`src/rtl/fpq_pkg.sv`:
```
// Shared definitions for the TT/RC link scheduler: state encoding, queue indices, length width.
package fpq_pkg;

   localparam int LEN_W = 8;

   // Queue indices: RC0/RC1 are bit positions in req_rc/grant_rc.
   localparam int Q_RC0 = 0;
   localparam int Q_RC1 = 1;
   localparam int Q_TT  = 2;

   typedef enum logic [1:0] {
      ST_IDLE    = 2'b00,
      ST_TT_TX   = 2'b01,
      ST_RC_TX   = 2'b10,
      ST_BLOCKED = 2'b11
   } state_t;

   // A zero length still occupies one bit time on the link.
   function automatic logic [LEN_W-1:0] eff_len(input logic [LEN_W-1:0] len);
      logic [LEN_W-1:0] r;
      r = len;
      if (len == '0) r = {{(LEN_W-1){1'b0}}, 1'b1};
      return r;
   endfunction

endpackage

```
`src/rtl/fpq_cycle_timer.sv`:
```
// Schedule-cycle position counter plus window and guard-band distances derived from it.
module fpq_cycle_timer
   import fpq_pkg::*;
#(
   parameter int CYCLE_LEN = 200,
   parameter int TT_OFFSET = 0,
   parameter int TT_WIN    = 64
) (
   input  logic             clk_10MHz,
   input  logic             rst,
   input  logic             bit_tick,
   output logic [LEN_W-1:0] cyc_pos,
   output logic             tt_window,
   output logic [8:0]       win_left,
   output logic [8:0]       gap
);

   localparam logic [8:0]       WIN_LO  = 9'(TT_OFFSET);
   localparam logic [8:0]       WIN_HI  = 9'(TT_OFFSET + TT_WIN);
   localparam logic [8:0]       WIN_LEN = 9'(TT_WIN);
   localparam logic [8:0]       CYC     = 9'(CYCLE_LEN);
   localparam logic [LEN_W-1:0] LAST    = LEN_W'(CYCLE_LEN - 1);

   logic [8:0] pos9;
   logic [8:0] rel;

   assign pos9 = {1'b0, cyc_pos};
   // Positions before the window wrap to >= 257 in 9 bits, so one compare covers both edges.
   assign rel       = pos9 - WIN_LO;
   assign tt_window = (rel < WIN_LEN);
   assign win_left  = WIN_HI - pos9;
   assign gap       = (pos9 > WIN_LO) ? (WIN_LO + CYC - pos9) : (WIN_LO - pos9);

   // Free-running position, advancing once per link bit time.
   always_ff @(posedge clk_10MHz or posedge rst) begin
      if (rst)           cyc_pos <= '0;
      else if (bit_tick) cyc_pos <= (cyc_pos == LAST) ? '0 : cyc_pos + 1'b1;
   end

endmodule

```
`src/rtl/fpq_link_scheduler.sv`:
```
// Time-aware scheduler: TT owns the link inside its window, RC queues share the rest
// round-robin, and only if the packet ends before the next window opens.
module fpq_link_scheduler
   import fpq_pkg::*;
#(
   parameter int CYCLE_LEN = 200,
   parameter int TT_OFFSET = 0,
   parameter int TT_WIN    = 64
) (
   input  logic        clk_10MHz,
   input  logic        rst,
   input  logic        bit_tick,
   input  logic        req_tt,
   input  logic [1:0]  req_rc,
   input  logic [7:0]  pkt_len_tt,
   input  logic [15:0] pkt_len_rc,
   output logic        grant_tt,
   output logic [1:0]  grant_rc,
   output logic        tx_done,
   output logic [1:0]  cur_state,
   output logic        tt_window,
   output logic        err_tt_oversize,
   output logic [7:0]  cyc_pos
);

   logic [8:0]       win_left;
   logic [8:0]       gap;
   state_t           state_q, state_d;
   logic [LEN_W-1:0] cnt_q, cnt_d;
   logic             rr_q, rr_d;          // index of the last-served RC queue
   logic             err_flag_q, err_flag_d;
   logic             grant_tt_d, tx_done_d, err_d;
   logic [1:0]       grant_rc_d;
   logic [LEN_W-1:0] len_tt, len_rc0, len_rc1;
   logic             fit_tt, fit0, fit1, pick;

   fpq_cycle_timer #(
      .CYCLE_LEN(CYCLE_LEN),
      .TT_OFFSET(TT_OFFSET),
      .TT_WIN   (TT_WIN)
   ) u_timer (
      .clk_10MHz(clk_10MHz),
      .rst      (rst),
      .bit_tick (bit_tick),
      .cyc_pos  (cyc_pos),
      .tt_window(tt_window),
      .win_left (win_left),
      .gap      (gap)
   );

   assign len_tt  = eff_len(pkt_len_tt);
   assign len_rc0 = eff_len(pkt_len_rc[7:0]);
   assign len_rc1 = eff_len(pkt_len_rc[15:8]);
   assign fit_tt  = ({1'b0, len_tt} <= win_left);
   assign fit0    = req_rc[Q_RC0] && ({1'b0, len_rc0} <= gap);
   assign fit1    = req_rc[Q_RC1] && ({1'b0, len_rc1} <= gap);
   // With both eligible, serve the one not served last; otherwise the sole eligible one.
   assign pick    = (fit0 && fit1) ? ~rr_q : fit1;

   assign cur_state = state_q;

   // Arbitration while the link is free, bit counting while it is owned.
   always_comb begin
      state_d    = state_q;
      cnt_d      = cnt_q;
      rr_d       = rr_q;
      err_flag_d = err_flag_q;
      grant_tt_d = grant_tt;
      grant_rc_d = grant_rc;
      tx_done_d  = 1'b0;
      err_d      = 1'b0;
      case (state_q)
         ST_TT_TX, ST_RC_TX: begin
            if (bit_tick) begin
               if (cnt_q == LEN_W'(1)) begin
                  state_d    = ST_IDLE;
                  cnt_d      = '0;
                  grant_tt_d = 1'b0;
                  grant_rc_d = 2'b00;
                  tx_done_d  = 1'b1;
               end else begin
                  cnt_d = cnt_q - 1'b1;
               end
            end
         end
         default: begin
            grant_tt_d = 1'b0;
            grant_rc_d = 2'b00;
            if (tt_window) begin
               state_d = ST_BLOCKED;
               if (req_tt && fit_tt) begin
                  state_d    = ST_TT_TX;
                  cnt_d      = len_tt;
                  grant_tt_d = 1'b1;
               end else if (req_tt && !err_flag_q) begin
                  err_d      = 1'b1;
                  err_flag_d = 1'b1;
               end
            end else if (fit0 || fit1) begin
               state_d    = ST_RC_TX;
               cnt_d      = pick ? len_rc1 : len_rc0;
               grant_rc_d = pick ? 2'b10 : 2'b01;
               rr_d       = pick;
            end else if (req_rc != 2'b00) begin
               state_d = ST_BLOCKED;
            end else begin
               state_d = ST_IDLE;
            end
         end
      endcase
      // Oversize reporting re-arms once the window closes.
      if (!tt_window) err_flag_d = 1'b0;
   end

   // State, counter and registered outputs; reset drops grants immediately.
   always_ff @(posedge clk_10MHz or posedge rst) begin
      if (rst) begin
         state_q         <= ST_IDLE;
         cnt_q           <= '0;
         rr_q            <= 1'b1;
         err_flag_q      <= 1'b0;
         grant_tt        <= 1'b0;
         grant_rc        <= 2'b00;
         tx_done         <= 1'b0;
         err_tt_oversize <= 1'b0;
      end else begin
         state_q         <= state_d;
         cnt_q           <= cnt_d;
         rr_q            <= rr_d;
         err_flag_q      <= err_flag_d;
         grant_tt        <= grant_tt_d;
         grant_rc        <= grant_rc_d;
         tx_done         <= tx_done_d;
         err_tt_oversize <= err_d;
      end
   end

endmodule

```
`config.mk`:
```
export PLATFORM = sky130hd
export DESIGN_NAME = fpq_link_scheduler
export DESIGN_NICKNAME = d
export VERILOG_FILES = /design/src/rtl/fpq_pkg.sv /design/src/rtl/fpq_cycle_timer.sv /design/src/rtl/fpq_link_scheduler.sv
export SDC_FILE = /design/constraint.sdc
export NUM_CORES = 1
export LEC_CHECK = 0
export CORE_MARGIN = 4
export CORE_UTILIZATION = 54
export CTS_BUF_LIST = sky130_fd_sc_hd__clkbuf_8
export CTS_CLUSTER_SIZE = 25
export DETAILED_ROUTE_END_ITERATION = 12
export GPL_TIMING_DRIVEN = 0
export HOLD_SLACK_MARGIN = 0.03
export PLACE_DENSITY = 0.9
export SETUP_SLACK_MARGIN = 0.15
export SLEW_MARGIN = 20
export SYNTH_ARGS = -nofsm -noshare
export SYNTH_HDL_FRONTEND = slang
export SYNTH_SLANG_ARGS = --single-unit
export TNS_END_PERCENT = 30
```
`constraint.sdc`:
```
create_clock -name clk_10MHz -period 5.4 [get_ports clk_10MHz]
set_clock_uncertainty 0.05 [all_clocks]
set_input_delay 1.35 -clock clk_10MHz [delete_from_list [all_inputs] [get_ports clk_10MHz]]
set_output_delay 1.35 -clock clk_10MHz [all_outputs]
set_load 0.01 [all_outputs]
```
======== Yosys cells after proc, flatten, opt, wreduce, memory -nomap -nowiden ========
Index checks and enable logic that the tools add are counted.
word-level totals
  input port bits ......................... 30
  register bits after elaboration ......... 25
  word-level logic and storage cells ...... 89
  output and inout bits ................... 16
cells by class
  equal/unequal tests ..................... 10
  multiplexer cells ....................... 40
  order comparisons ....................... 5
  reduce and logical (&&, ||, !) cells .... 17
  add/sub/neg operators ................... 5
  bitwise logic cells ..................... 3
operators by type and width
  operator                                              number
  two-way mux 8 bit                                     11
  <= comparator 8 x 9 -> 1 bit                          3
  logical NOT 8 bit                                     3
  two-way mux 2 bit                                     11
  two-way mux 1 bit                                     17
  two-way mux 9 bit                                     1
  AND reduction 3 bit                                   3
  subtractor 1 x 8 -> 9 bit (first input constant)      1
  subtractor 7 x 8 -> 9 bit (first input constant)      1
  subtractor 8 x 8 -> 9 bit (first input constant)      1
  adder 8 x 1 -> 8 bit (second input constant)          1
  equality test 8 x 1 -> 1 bit (second input constant)  1
  equality test 8 bit (second input constant)           1
  > comparator 8 x 1 -> 1 bit (second input constant)   1
  < comparator 8 x 7 -> 1 bit (second input constant)   1
  != test 2 bit (second input constant)                 4
  subtractor 8 x 1 -> 8 bit (second input constant)     1
  logical AND 1 bit                                     5
  != test 3 x 1 -> 1 bit (second input constant)        1
  NOT 1 bit                                             3
  nonzero test 3 bit                                    1
  equality test 2 x 1 -> 1 bit (second input constant)  1
  equality test 2 bit (second input constant)           1
  != test 2 x 1 -> 1 bit (second input constant)        1
  other kinds (5)                                       5

======== Logic depth before layout (Yosys ltp) ========
  word-level depth ........................ 10
  mapped depth ............................ 17

======== Cells and area by module ========
From an unflattened synthesis, not the netlist that was laid out.
unflattened totals
  cells, all modules ...................... 314
  area, all modules ....................... 2617.5 um^2
modules (own cells, without submodules)
  module              cells an instance  area an instance (um^2)  times used
  fpq_link_scheduler  218                1861.8                   1
  fpq_cycle_timer     96                 755.7                    1

======== Worst setup path before layout ========
Ideal clock, no wire load.
  path type ............................... input port to flip-flop
  start point ............................. input pkt_len_rc[4]
  end point ............................... register cnt_q[3]
  library setup time ...................... 130 ps
  arrival ................................. 3729 ps
  data required time ...................... 5220 ps
  path slack .............................. 1491 ps
  buffers on the path ..................... 0
  stages .................................. 12
  path through ............................ nor4_1 a21oi_1 ha_1 inv_1 a21oi_1 o21ai_0 a311oi_1 a21o_1 a311oi_4 mux2_2 a222oi_1 a21oi_1
on the way
  cells in the longest elaborated chain, start to end .. 10
RTL lines
  what                          RTL line                   source
  start, declared               fpq_link_scheduler.sv:16   input logic [15:0] pkt_len_rc,
  logical NOT 8 bit             fpq_pkg.sv:22              if (len == '0) r = {{(LEN_W-1){1'b0}}, 1'b1};
  two-way mux 8 bit *           fpq_pkg.sv:22
  <= comparator 8 x 9 -> 1 bit  fpq_link_scheduler.sv:55   assign fit0 = req_rc[Q_RC0] && ({1'b0, len_rc0} <= gap);
  logical AND 1 bit             fpq_link_scheduler.sv:55
  logical AND 1 bit             fpq_link_scheduler.sv:58   assign pick = (fit0 && fit1) ? ~rr_q : fit1;
  two-way mux 1 bit             fpq_link_scheduler.sv:58
  two-way mux 8 bit             fpq_link_scheduler.sv:101  cnt_d = pick ? len_rc1 : len_rc0;
  two-way mux 8 bit             fpq_link_scheduler.sv:99   end else if (fit0 || fit1) begin
  two-way mux 8 bit             fpq_link_scheduler.sv:89   if (tt_window) begin
  two-way mux 8 bit             fpq_link_scheduler.sv:72   case (state_q)
  end signal, assigned          fpq_link_scheduler.sv:128  cnt_q <= cnt_d;
  end, declared                 fpq_link_scheduler.sv:29   logic [LEN_W-1:0] cnt_q, cnt_d;
Every way passes the cells marked *; elsewhere a longest branch is shown, timed or not. The select of a mux whose other input is x is not followed.
A chain may end at the register's enable or synchronous reset.

======== Worst setup path in the final report ========
  start point ............................. input pkt_len_rc[4]
  end point ............................... register cnt_q[7]
Same word-level chain as after synthesis.

==> results.py <==
metrics = {
    "placed_design": {
        "post-place-cells": 393,
        "detailedPlacementHpwl_um": 5390,
        "gpl.final_weighted_congestion": 0.983,
        "place.port_buffers": 45,
    },
    "clocking": {
        "cts_setup_buffers": 0,
        "cts_resized": 0,
        "cts_tree": "built",
        "cts-hold-fix-buffers": 0,
        "worstSkewPairLatency_ns": 0.27,
        "ctsHtreeMaxLevel": 1,
        "inserted_clock_buffers": 3,
        "clk_path_buf_depth": 2,
        "clock-root-buffer": "sky130_fd_sc_hd__clkbuf_8",
        "path_clk_slew_ns": 0.09,
        "cts_sinks": 25,
    },
    "synthesis": {
        "avgSynthCellArea_um2": 8.23,
        "synthesis.area_um2": 2430,
        "post_synth_inst_count": 296,
        "synth_top_flop_cell": "sky130_fd_sc_hd__dfrtp_1",
        "synth_seq_area_share_pct": 25.7,
        "ys_ff_latch": 25,
        "number_of_enable_type_register_cells_in_the_synthesized_netlist": 0,
        "netlist-cell-type-count": 51,
        "syn-num-nets": 352,
        "count_of_synthesis_stage_warnings_from_yosys": 0,
        "postSynth.asyncResetShare_pct": 100,
    },
    "global_routing": {
        "combined_global_route_utilization_of_all_metal_layers_pct": 25.0,
        "grt_remaining_overflow": 0,
        "wire_length_of_the_first_global_routing_pass_um": 11100,
        "number_of_antenna_violations_at_the_first_check_in_global_routing": 0,
        "grt_start_max_net_pins": 26,
        "grt_pass1_vias": 2380,
    },
    "routing": {
        "antenna_left": 0,
        "dr_total_vias": 2516,
        "drt-total-wl_um": 6890,
        "detail_route.wl_per_cell_um": 17.4,
        "detail_route.vias_per_cell": 6.34,
        "drcViolationCount": 0,
        "drt_pass1_iterations": 5,
        "drt_iter0_drc": 241,
    },
    "finish": {
        "nFillCells": 347,
        "final_common_cell": "sky130_fd_sc_hd__clkdlybuf4s50_1",
        "final-instance-count-excl-fill": 397,
        "area_growth_syn_to_layout_pct": 23.1,
        "final_net_count": 402,
        "postLayoutCoreUtil_pct": 68.8,
        "insertedDiodeCount": 0,
        "mostFrequentLayoutCells": "45 x sky130_fd_sc_hd__clkdlybuf4s50_1, 26 x sky130_fd_sc_hd__clkbuf_1, 26 x sky130_fd_sc_hd__a21oi_1, 26 x sky130_fd_sc_hd__ha_1, 24 x sky130_fd_sc_hd__dfrtp_1",
        "final_layout_size_suffix_gt1_share_pct": 6.38,
    },
    "setup_path": {
        "critPathArrivalTime_ns": 4.86,
        "ff2ff_path_depth": 14,
        "start_kind": "input pin",
        "worstPathMaxFanout": 10,
        "setup.reg_to_reg.worst_slack_ns": 0.82,
        "timing_worst_setup_path_type": "in -> reg",
        "r2r_end": "cnt_q[7]",
        "worst-endpoint-required_ns": 5.49,
        "regToRegStartpoint": "u_timer.cyc_pos[0]",
        "end_kind": "register",
    },
    "floorplanning": {
        "io_pins": 46,
        "chipWidth_um": 75.2,
        "start_util_pct": 55.9,
        "rows": 24,
        "core_region_area_um2": 4350,
        "die_height_um": 75.2,
        "die-area_um2": 5650,
    },
    "sta": {
        "finalSetupViolCount": 0,
        "rsz_0062_raised_after_global_routing": "false",
        "final.setup.tns_ns": 0,
        "fin_crit_ns": 4.76,
        "min_period_over_period_pct": 88.2,
        "slew-limit-headroom_pct": 36.9,
        "fmax_mhz": 210,
        "worst_pin_slew_ns": 0.941,
        "hold_viol_final": 0,
        "max_slew_violation_count": 0,
    },
    "hold_path": {
        "whs_path_depth": 1,
        "hold_path.class": "reg -> reg",
        "start_point_of_the_worst_min_delay_path": "err_flag_q",
        "worst_hold_path.endpoint": "err_tt_oversize",
    },
    "power_and_ir_drop": {
        "leakagePower_nw": 1.23,
        "power.ir.vdd_worst_uv": 360,
        "power_density_nw_per_um2": 468,
    },
    "run": {
        "max-cap-violations": 0,
    },
    "run_status": {
        "outcome": "finished clean",
    },
}
-- stage by stage --
step | setup slack, ns | hold slack, ns | instance area (µm²) | power (mW)
final | 0.636 | 0.400 | 3000 | 1.40
after global routing | 0.555 | 0.424 | 3000 | 1.51
after CTS | 0.705 | 0.400 | 3000 | 1.39
after detailed placement | 0.446 | 0.387 | 2950 | 1.27
after global placement | 0.512 | 0.383 | 2950 | 1.22
after floorplan | 1.49 | 0.369 | 2430 | 0.987
-- sequential cells by signal (all words and copies together), names as in the netlist --
register	flops
cnt_q	8
cur_state	2
err_flag_q	1
err_tt_oversize	1
grant_rc	2
grant_tt	1
rr_q	1
tx_done	1
u_timer.cyc_pos	8
-- cells in the mapped netlist (all sizes together), types with 4 or more instances --
cell | n | area [µm²]
o21a | 4 | 30.0
nand4 | 10 | 62.6
xor2 | 8 | 70.1
xnor2 | 7 | 61.3
a22o | 4 | 35.0
mux2 | 6 | 67.6
nand2 | 22 | 82.6
nor2b | 6 | 37.5
dfrtp | 24 | 601
nor3 | 10 | 61.3
inv | 12 | 45.0
o21ai | 12 | 60.1
and3 | 6 | 40.0
mux2i | 6 | 60.1
o211ai | 7 | 52.6
nand3 | 6 | 30.0
o31ai | 4 | 30.0
clkbuf | 27 | 103
nor2 | 20 | 75.1
a311oi | 4 | 52.6
nor4 | 5 | 31.3
a21oi | 26 | 130
ha | 26 | 325
-- how the worst max path moves through the flow --
stage / from / end / slack, ns / cells after the start
after global routing: pkt_len_rc[4] / cnt_q[7] / 0.55 / 13
after CTS: pkt_len_rc[4] / cnt_q[7] / 0.71 / 13
after global placement: pkt_len_rc[4] / cnt_q[7] / 0.51 / 13
final: pkt_len_rc[4] / cnt_q[7] / 0.64 / 13
after floorplan: pkt_len_rc[4] / cnt_q[3] / 1.49 / 12
after detailed placement: pkt_len_rc[4] / cnt_q[7] / 0.45 / 13
-- layout make-up --
class | instances | area (µm²) | area share, %
inverters | 12 | 45.0 | 1.50
clock inverters | 1 | 5.00 | 0.167
well taps | 52 | 65.1 | 2.17
clock buffers | 3 | 41.3 | 1.38
plain buffers | 30 | 124 | 4.13
flip-flops and latches | 25 | 627 | 20.9
multi-input cells | 229 | 1640 | 54.7
repair buffers | 45 | 450 | 15.0
-- power by group --
group          internal, mW  leakage, nW  switching, mW
combinational         0.419        0.901          0.547
clock                0.0516       0.0255         0.0620
sequential            0.254        0.305         0.0691
-- critical path: stages --
cell and delay [ns]:
sky130_fd_sc_hd__clkdlybuf4s50_1 0.53, sky130_fd_sc_hd__nor4_1 0.32, sky130_fd_sc_hd__a21oi_1 0.13, sky130_fd_sc_hd__ha_1 0.19, sky130_fd_sc_hd__inv_1 0.05, sky130_fd_sc_hd__a21oi_1 0.06
sky130_fd_sc_hd__o21ai_0 0.30, sky130_fd_sc_hd__a311oi_1 0.14, sky130_fd_sc_hd__a21o_1 0.27, sky130_fd_sc_hd__a311oi_4 0.71, sky130_fd_sc_hd__mux2_2 0.44, sky130_fd_sc_hd__a222oi_1 0.22
sky130_fd_sc_hd__a21oi_1 0.14
-- routing by layer --
layer	global-route usage, %	vias to the layer above	share of wire (%)
met3	4.14	30	6.9
met5	0	-	0
met4	10.1	0	4.2
met1	32.9	1162	43
met2	40.8	139	46
li1	-	1185	-
-- cell families (layout without fill, tap and decap cells) --
logic type      after synthesis  after routing  share of synthesized area (%)
flops                        25             25                           25.7
xor+xnor                     15             15                           5.40
simple gates                 94             94                           20.2
compound gates               82             82                           23.1
buf+inv                      42             91                           6.94
mux                          12             12                           5.24
fa+ha+maj                    26             26                           13.4
(Power assumes the default switching activity.)
